`config.mk`:
```
export PLATFORM = sky130hd
export DESIGN_NAME = hazard_scheduler_flat
export DESIGN_NICKNAME = d
export VERILOG_FILES = /design/src/rtl/hazard_scheduler_if.sv /design/src/rtl/hazard_scheduler.sv /design/src/flat_wrapper.sv
export SDC_FILE = /design/constraint.sdc
export NUM_CORES = 1
export LEC_CHECK = 0
export ABC_AREA = 1
export ABC_CLOCK_PERIOD_IN_PS = 1850
export CAP_MARGIN = 20
export CORE_MARGIN = 1.5
export CORE_UTILIZATION = 37
export DETAILED_ROUTE_END_ITERATION = 8
export PLACE_DENSITY = 0.8
export SLEW_MARGIN = 5
export SYNTH_ARGS = -nofsm -noshare
export SYNTH_HDL_FRONTEND = slang
export SYNTH_SLANG_ARGS = --single-unit
```
`constraint.sdc`:
```
create_clock -name clk -period 1.85 [get_ports clk]
set_clock_uncertainty 0.05 [all_clocks]
set_input_delay 0.185 -clock clk [delete_from_list [all_inputs] [get_ports clk]]
set_output_delay 0.185 -clock clk [all_outputs]
set_load 0.01 [all_outputs]
```
`src/rtl/hazard_scheduler_if.sv`:
```
// Decode-stage to hazard-scheduler bundle: instruction fields and zero flag in,
// pipeline controls and performance counters out.
interface hazard_scheduler_if #(
    parameter int OPW  = 5,
    parameter int RW   = 2,
    parameter int CNTW = 16
);
    logic            instr_valid;
    logic [OPW-1:0]  opcode;
    logic [RW-1:0]   rs1;
    logic [RW-1:0]   rs2;
    logic            rs1_used;
    logic            rs2_used;
    logic [RW-1:0]   rd;
    logic            rd_we;
    logic            cnt_upd;
    logic            zero_flag;
    logic            stall;
    logic            bubble;
    logic            flush_ifid;
    logic            sel_pc;
    logic            halted;
    logic [CNTW-1:0] stall_cycles;
    logic [CNTW-1:0] flush_count;

    modport master (
        output instr_valid, opcode, rs1, rs2, rs1_used, rs2_used, rd, rd_we, cnt_upd, zero_flag,
        input  stall, bubble, flush_ifid, sel_pc, halted, stall_cycles, flush_count
    );

    modport slave (
        input  instr_valid, opcode, rs1, rs2, rs1_used, rs2_used, rd, rd_we, cnt_upd, zero_flag,
        output stall, bubble, flush_ifid, sel_pc, halted, stall_cycles, flush_count
    );
endinterface

```
`src/rtl/hazard_scheduler.sv`:
```
// Pipeline sequencing controller: RAW/loop-counter hazard stalls, loop-jump resolution, HALT.
// Define HAZARD_PERF_CNT_EN to build the saturating stall/flush performance counters.
module hazard_scheduler #(
    parameter int             OPW     = 5,
    parameter int             RW      = 2,
    parameter logic [OPW-1:0] OP_JMP  = 5'h10,
    parameter logic [OPW-1:0] OP_HALT = 5'h1F,
    parameter int             CNTW    = 16
) (
    input logic               clk,
    input logic               rst,
    hazard_scheduler_if.slave bus
);
    typedef enum logic [1:0] {ST_RUN, ST_BR, ST_HALTED} state_t;

    state_t          state;
    logic            ex_wv, ex_cu, mem_wv, mem_cu;
    logic [RW-1:0]   ex_rd, mem_rd;

    logic            rs1_hit, rs2_hit, cnt_hit, hazard, issue;
    logic            stall_c, bubble_c, flush_c, sel_c, halted_c;

    always_comb begin
        rs1_hit = bus.rs1_used & ((ex_wv & (ex_rd == bus.rs1)) | (mem_wv & (mem_rd == bus.rs1)));
        rs2_hit = bus.rs2_used & ((ex_wv & (ex_rd == bus.rs2)) | (mem_wv & (mem_rd == bus.rs2)));
        cnt_hit = (bus.opcode == OP_JMP) & (ex_cu | mem_cu);
        hazard  = bus.instr_valid & (rs1_hit | rs2_hit | cnt_hit);
    end

    always_comb begin
        stall_c  = 1'b0;
        bubble_c = 1'b0;
        flush_c  = 1'b0;
        sel_c    = 1'b0;
        halted_c = 1'b0;
        unique case (state)
            ST_RUN: begin
                if (hazard || (bus.instr_valid && bus.opcode == OP_HALT)) begin
                    stall_c  = 1'b1;
                    bubble_c = 1'b1;
                end else if (bus.instr_valid && bus.opcode == OP_JMP) begin
                    stall_c = 1'b1;
                end
            end
            ST_BR: begin
                bubble_c = 1'b1;
                flush_c  = 1'b1;
                sel_c    = ~bus.zero_flag;
            end
            ST_HALTED: begin
                stall_c  = 1'b1;
                bubble_c = 1'b1;
                halted_c = 1'b1;
            end
            default: ;
        endcase
        issue = bus.instr_valid & (state == ST_RUN) & ~hazard & ~bubble_c;
    end

    // Reset overrides every control, including a sel_pc from a pending branch.
    assign bus.stall      = stall_c  & ~rst;
    assign bus.bubble     = bubble_c & ~rst;
    assign bus.flush_ifid = flush_c  & ~rst;
    assign bus.sel_pc     = sel_c    & ~rst;
    assign bus.halted     = halted_c & ~rst;

    always_ff @(posedge clk) begin
        if (rst) begin
            state  <= ST_RUN;
            ex_wv  <= 1'b0;
            ex_rd  <= '0;
            ex_cu  <= 1'b0;
            mem_wv <= 1'b0;
            mem_rd <= '0;
            mem_cu <= 1'b0;
        end else begin
            mem_wv <= ex_wv;
            mem_rd <= ex_rd;
            mem_cu <= ex_cu;
            ex_wv  <= issue & bus.rd_we;
            ex_rd  <= issue ? bus.rd : '0;
            ex_cu  <= issue & bus.cnt_upd;
            unique case (state)
                ST_RUN: begin
                    if (!hazard && bus.instr_valid && bus.opcode == OP_HALT)
                        state <= ST_HALTED;
                    else if (issue && bus.opcode == OP_JMP)
                        state <= ST_BR;
                end
                ST_BR:     state <= ST_RUN;
                ST_HALTED: state <= ST_HALTED;
                default:   state <= ST_RUN;
            endcase
        end
    end

`ifdef HAZARD_PERF_CNT_EN
    logic [CNTW-1:0] stall_cnt, flush_cnt;

    always_ff @(posedge clk) begin
        if (rst) begin
            stall_cnt <= '0;
            flush_cnt <= '0;
        end else begin
            if (hazard && state == ST_RUN && stall_cnt != '1)
                stall_cnt <= stall_cnt + 1'b1;
            if (flush_c && flush_cnt != '1)
                flush_cnt <= flush_cnt + 1'b1;
        end
    end

    assign bus.stall_cycles = rst ? '0 : stall_cnt;
    assign bus.flush_count  = rst ? '0 : flush_cnt;
`else
    assign bus.stall_cycles = {CNTW{1'b0}};
    assign bus.flush_count  = {CNTW{1'b0}};
`endif
endmodule

```
`src/flat_wrapper.sv`:
```
// flat-port wrapper written by rule: the top's interface ports become plain ports
module hazard_scheduler_flat 
#(
    parameter int             OPW     = 5,
    parameter int             RW      = 2,
    parameter logic [OPW-1:0] OP_JMP  = 5'h10,
    parameter logic [OPW-1:0] OP_HALT = 5'h1F,
    parameter int             CNTW    = 16
)
  (clk, rst, bus_instr_valid, bus_opcode, bus_rs1, bus_rs2, bus_rs1_used, bus_rs2_used, bus_rd, bus_rd_we, bus_cnt_upd, bus_zero_flag, bus_stall, bus_bubble, bus_flush_ifid, bus_sel_pc, bus_halted, bus_stall_cycles, bus_flush_count);
  hazard_scheduler_if #(.OPW(OPW), .RW(RW), .CNTW(CNTW)) bus_i ();
  input logic clk;
  input logic rst;
  input wire logic [$bits(bus_i.instr_valid)-1:0] bus_instr_valid;
  input wire logic [$bits(bus_i.opcode)-1:0] bus_opcode;
  input wire logic [$bits(bus_i.rs1)-1:0] bus_rs1;
  input wire logic [$bits(bus_i.rs2)-1:0] bus_rs2;
  input wire logic [$bits(bus_i.rs1_used)-1:0] bus_rs1_used;
  input wire logic [$bits(bus_i.rs2_used)-1:0] bus_rs2_used;
  input wire logic [$bits(bus_i.rd)-1:0] bus_rd;
  input wire logic [$bits(bus_i.rd_we)-1:0] bus_rd_we;
  input wire logic [$bits(bus_i.cnt_upd)-1:0] bus_cnt_upd;
  input wire logic [$bits(bus_i.zero_flag)-1:0] bus_zero_flag;
  output wire logic [$bits(bus_i.stall)-1:0] bus_stall;
  output wire logic [$bits(bus_i.bubble)-1:0] bus_bubble;
  output wire logic [$bits(bus_i.flush_ifid)-1:0] bus_flush_ifid;
  output wire logic [$bits(bus_i.sel_pc)-1:0] bus_sel_pc;
  output wire logic [$bits(bus_i.halted)-1:0] bus_halted;
  output wire logic [$bits(bus_i.stall_cycles)-1:0] bus_stall_cycles;
  output wire logic [$bits(bus_i.flush_count)-1:0] bus_flush_count;
  assign bus_i.instr_valid = bus_instr_valid;
  assign bus_i.opcode = bus_opcode;
  assign bus_i.rs1 = bus_rs1;
  assign bus_i.rs2 = bus_rs2;
  assign bus_i.rs1_used = bus_rs1_used;
  assign bus_i.rs2_used = bus_rs2_used;
  assign bus_i.rd = bus_rd;
  assign bus_i.rd_we = bus_rd_we;
  assign bus_i.cnt_upd = bus_cnt_upd;
  assign bus_i.zero_flag = bus_zero_flag;
  assign bus_stall = bus_i.stall;
  assign bus_bubble = bus_i.bubble;
  assign bus_flush_ifid = bus_i.flush_ifid;
  assign bus_sel_pc = bus_i.sel_pc;
  assign bus_halted = bus_i.halted;
  assign bus_stall_cycles = bus_i.stall_cycles;
  assign bus_flush_count = bus_i.flush_count;
  hazard_scheduler #(.OPW(OPW), .RW(RW), .OP_JMP(OP_JMP), .OP_HALT(OP_HALT), .CNTW(CNTW)) u_core (.clk(clk), .rst(rst), .bus(bus_i));
endmodule
```
==> qor.txt <==
GR Layer Usage met3 = 2.86%
Worst-path clk slew = 0.06 ns
TritonCTS Buffers = 3
vias in the first global route = 676
first-pass GRT wire length = 2770 um
Net Sw Frac = 33.6%
hold-fix buffers at CTS = 0
Yosys warnings = 0
chip width = 52.8 um
RSZ-0062 raised after global routing = yes
final std cells w/o fill = 205
most common cell after layout, fill and taps aside = conb_1
Static Leakage = 0.707 nW
Largest stage delay, worst path = 0.34 ns
CTS Sinks = 10
antenna viol nets, final = 0
Via Count = 843
Crit. End Element = output pin
share of layout cells above drive strength 1 = 26.0%
post-layout minimum cycle time = 1.81 ns
clk_lat worst skew = 0.28 ns
clock share of power = 28.2%
Critical-path top delay cell = dfxtp_2
hold_ws = 0.371 ns
Core Region = 2280 um2
flops & latches, synth = 10
worst min path class = in -> reg
Crit Path Max Fanout = 3
Most Frequent Cell on Critical Path = nand2_1
combinational share of power = 37.5%
gr busiest metal = met2
first-pass detailed-route iteration total = 4
Initial Utilization = 40.3%
DR iter-0 viols = 26
CTS tree = done
crit path DAT = 1.57 ns
num ports = 56
fmax = 553 MHz
most frequent cells in the layout = 32 x conb_1, 23 x inv_1, 19 x nand2_1
vias per std cell = 4.11
met1 usage = 18.2%
sequential share of the synthesized area = 21.8%
Pins Over Slew Limit = 0
status = finished, final reports clean
CTS root buf = clkbuf_4
PnR Total Power = 714 uW
Total Routing Usage GR = 13.7%
Nets = 201
total global routing overflow = 0
mapped cell area = 917 um2
GPL Wtd Cong = 0.767
sequential share of power = 34.4%
antenna cell count = 0
CP cell instances = buf_6 -> nand2_2 -> nand2_1 -> nand3_1 -> nand2_1 -> nand2_2 -> nand4_4 -> o21ai_2 -> o21ai_1 -> nand2_1 -> inv_1 -> buf_2
Bufs on Longest Clock Path = 2
# placed instances = 199
# DRC = 0
internal power = 474 uW
# setup viols final = 0
P&R area growth vs syn = 34.8%
largest net degree at the start of global routing = 7
required time worst endpoint = 1.62 ns
crit start category = flop
Final Hold Fails = 0
Syn Area/Cell = 6.55 um2
IO Port Bufs = 23
initial antenna violation count = 0
Die Y = 52.8 um
VDD IR max = 0.000309 V
post-route clock period utilization = 97.8%
H-tree Lvls = 1
kind of critical path = reg -> out
cell count after synthesis = 140
total wire length = 1880 um
NetSw = 240 uW
setup_tns = 0 ns
global routing usage on met2 = 20.8%
pwr dens = 578 nW/um2
Core Rows = 17
hpwl dp = 1370 um
Max-Cap Viols = 0
post-synth cell types = 18
Avg WL per Cell = 9.15 um
Die ar. = 2790 um2
==> metal layers <==
metal | up-vias | wire length [um]
met5 | - | 0
met4 | 0 | 38
met3 | 3 | 159
met2 | 42 | 917
met1 | 369 | 762
li1 | 429 | -
==> synth_stat cells, drive strengths merged <==
cell   number  area share, %
buf        33             27
inv        27             11
nand2      25             11
nor2       17            7.5
dfxtp      10             22
nand3       9            6.5
a21oi       6            3.3
ha          4            5.5
nand4       3            2.7
o21ai       3            1.6
conb        1           0.41
nor3        1           0.55
xnor2       1           0.96
==> path summary, 6_finish.rpt <==
check	startpoint	to	slack, ns	cells past startpoint
worst min-delay path	bus_rd[1]	u_core.ex_rd[1]	0.37	3
worst max-delay path	u_core.ex_rd[1]	bus_stall	0.04	12
worst max register to register	u_core.ex_rd[1]	u_core.state[1]	0.23	14
worst min register to register	u_core.ex_cu	u_core.mem_cu	0.38	2
==> final cells by class <==
cell class,count,area (um2)
repair buffers,35,317
inverters,27,101
fillers,240,1040
multi-input cells,101,542
flip-flops and latches,10,205
well taps,28,35.0
clock buffers,4,36.3
==> power groups by stage <==
| stage | Clock [mW] | Sequential (mW) | Combinational [mW] |
|---|---|---|---|
| after floorplan | 0 | 0.245 | 0.193 |
| after global placement | 0 | 0.247 | 0.247 |
| after detailed placement | 0 | 0.247 | 0.251 |
| after CTS | 0.206 | 0.243 | 0.249 |
| after global routing | 0.214 | 0.247 | 0.301 |
| final | 0.201 | 0.245 | 0.268 |
==> sequential cells by signal, summed over array words and instances (netlist names) <==
name / count
u_core.mem_cu: 1
u_core.ex_rd: 2
u_core.ex_cu: 1
u_core.state: 2
u_core.mem_rd: 2
u_core.mem_wv: 1
u_core.ex_wv: 1
==> kinds of logic (layout without fill, tap and decap cells) <==
group	after synthesis	count (layout)	share of synthesized area (%)
xor gates and xnor gates	1	1	0.955
buffers and inverters	60	66	38.1
adders and majority gates	4	4	5.46
other	1	32	0.409
AOI/OAI and AO/OA	9	9	4.91
DFF	10	10	21.8
and+or+nand+nor	55	55	28.4
==> repair_timing <==
item,4_1_cts,5_1_grt
resized for setup,18,21
setup endpoints to repair,4,4
pin swaps,2,15
setup buffers,0,2
==> per-stage QoR <==
stage | util [%] | setup slack, ns | instance area (um2)
2_1_floorplan | - | 0.496 | 1030
3_3_place_gp | 49.5 | -0.386 | 1130
3_5_place_dp | 49.5 | -0.412 | 1130
4_1_cts | 51.0 | 0.0121 | 1160
5_1_grt | 54.3 | -0.0805 | 1240
6_report | 54.3 | 0.0404 | 1240
==> critical path, delay by kind of cell, from the launching register on <==
kind	cells	cell delay, ns
buf+inv	3	0.27
flops	1	0.34
simple gates	7	0.49
compound gates	2	0.19
Note: power is estimated with default switching activity, not from simulation.
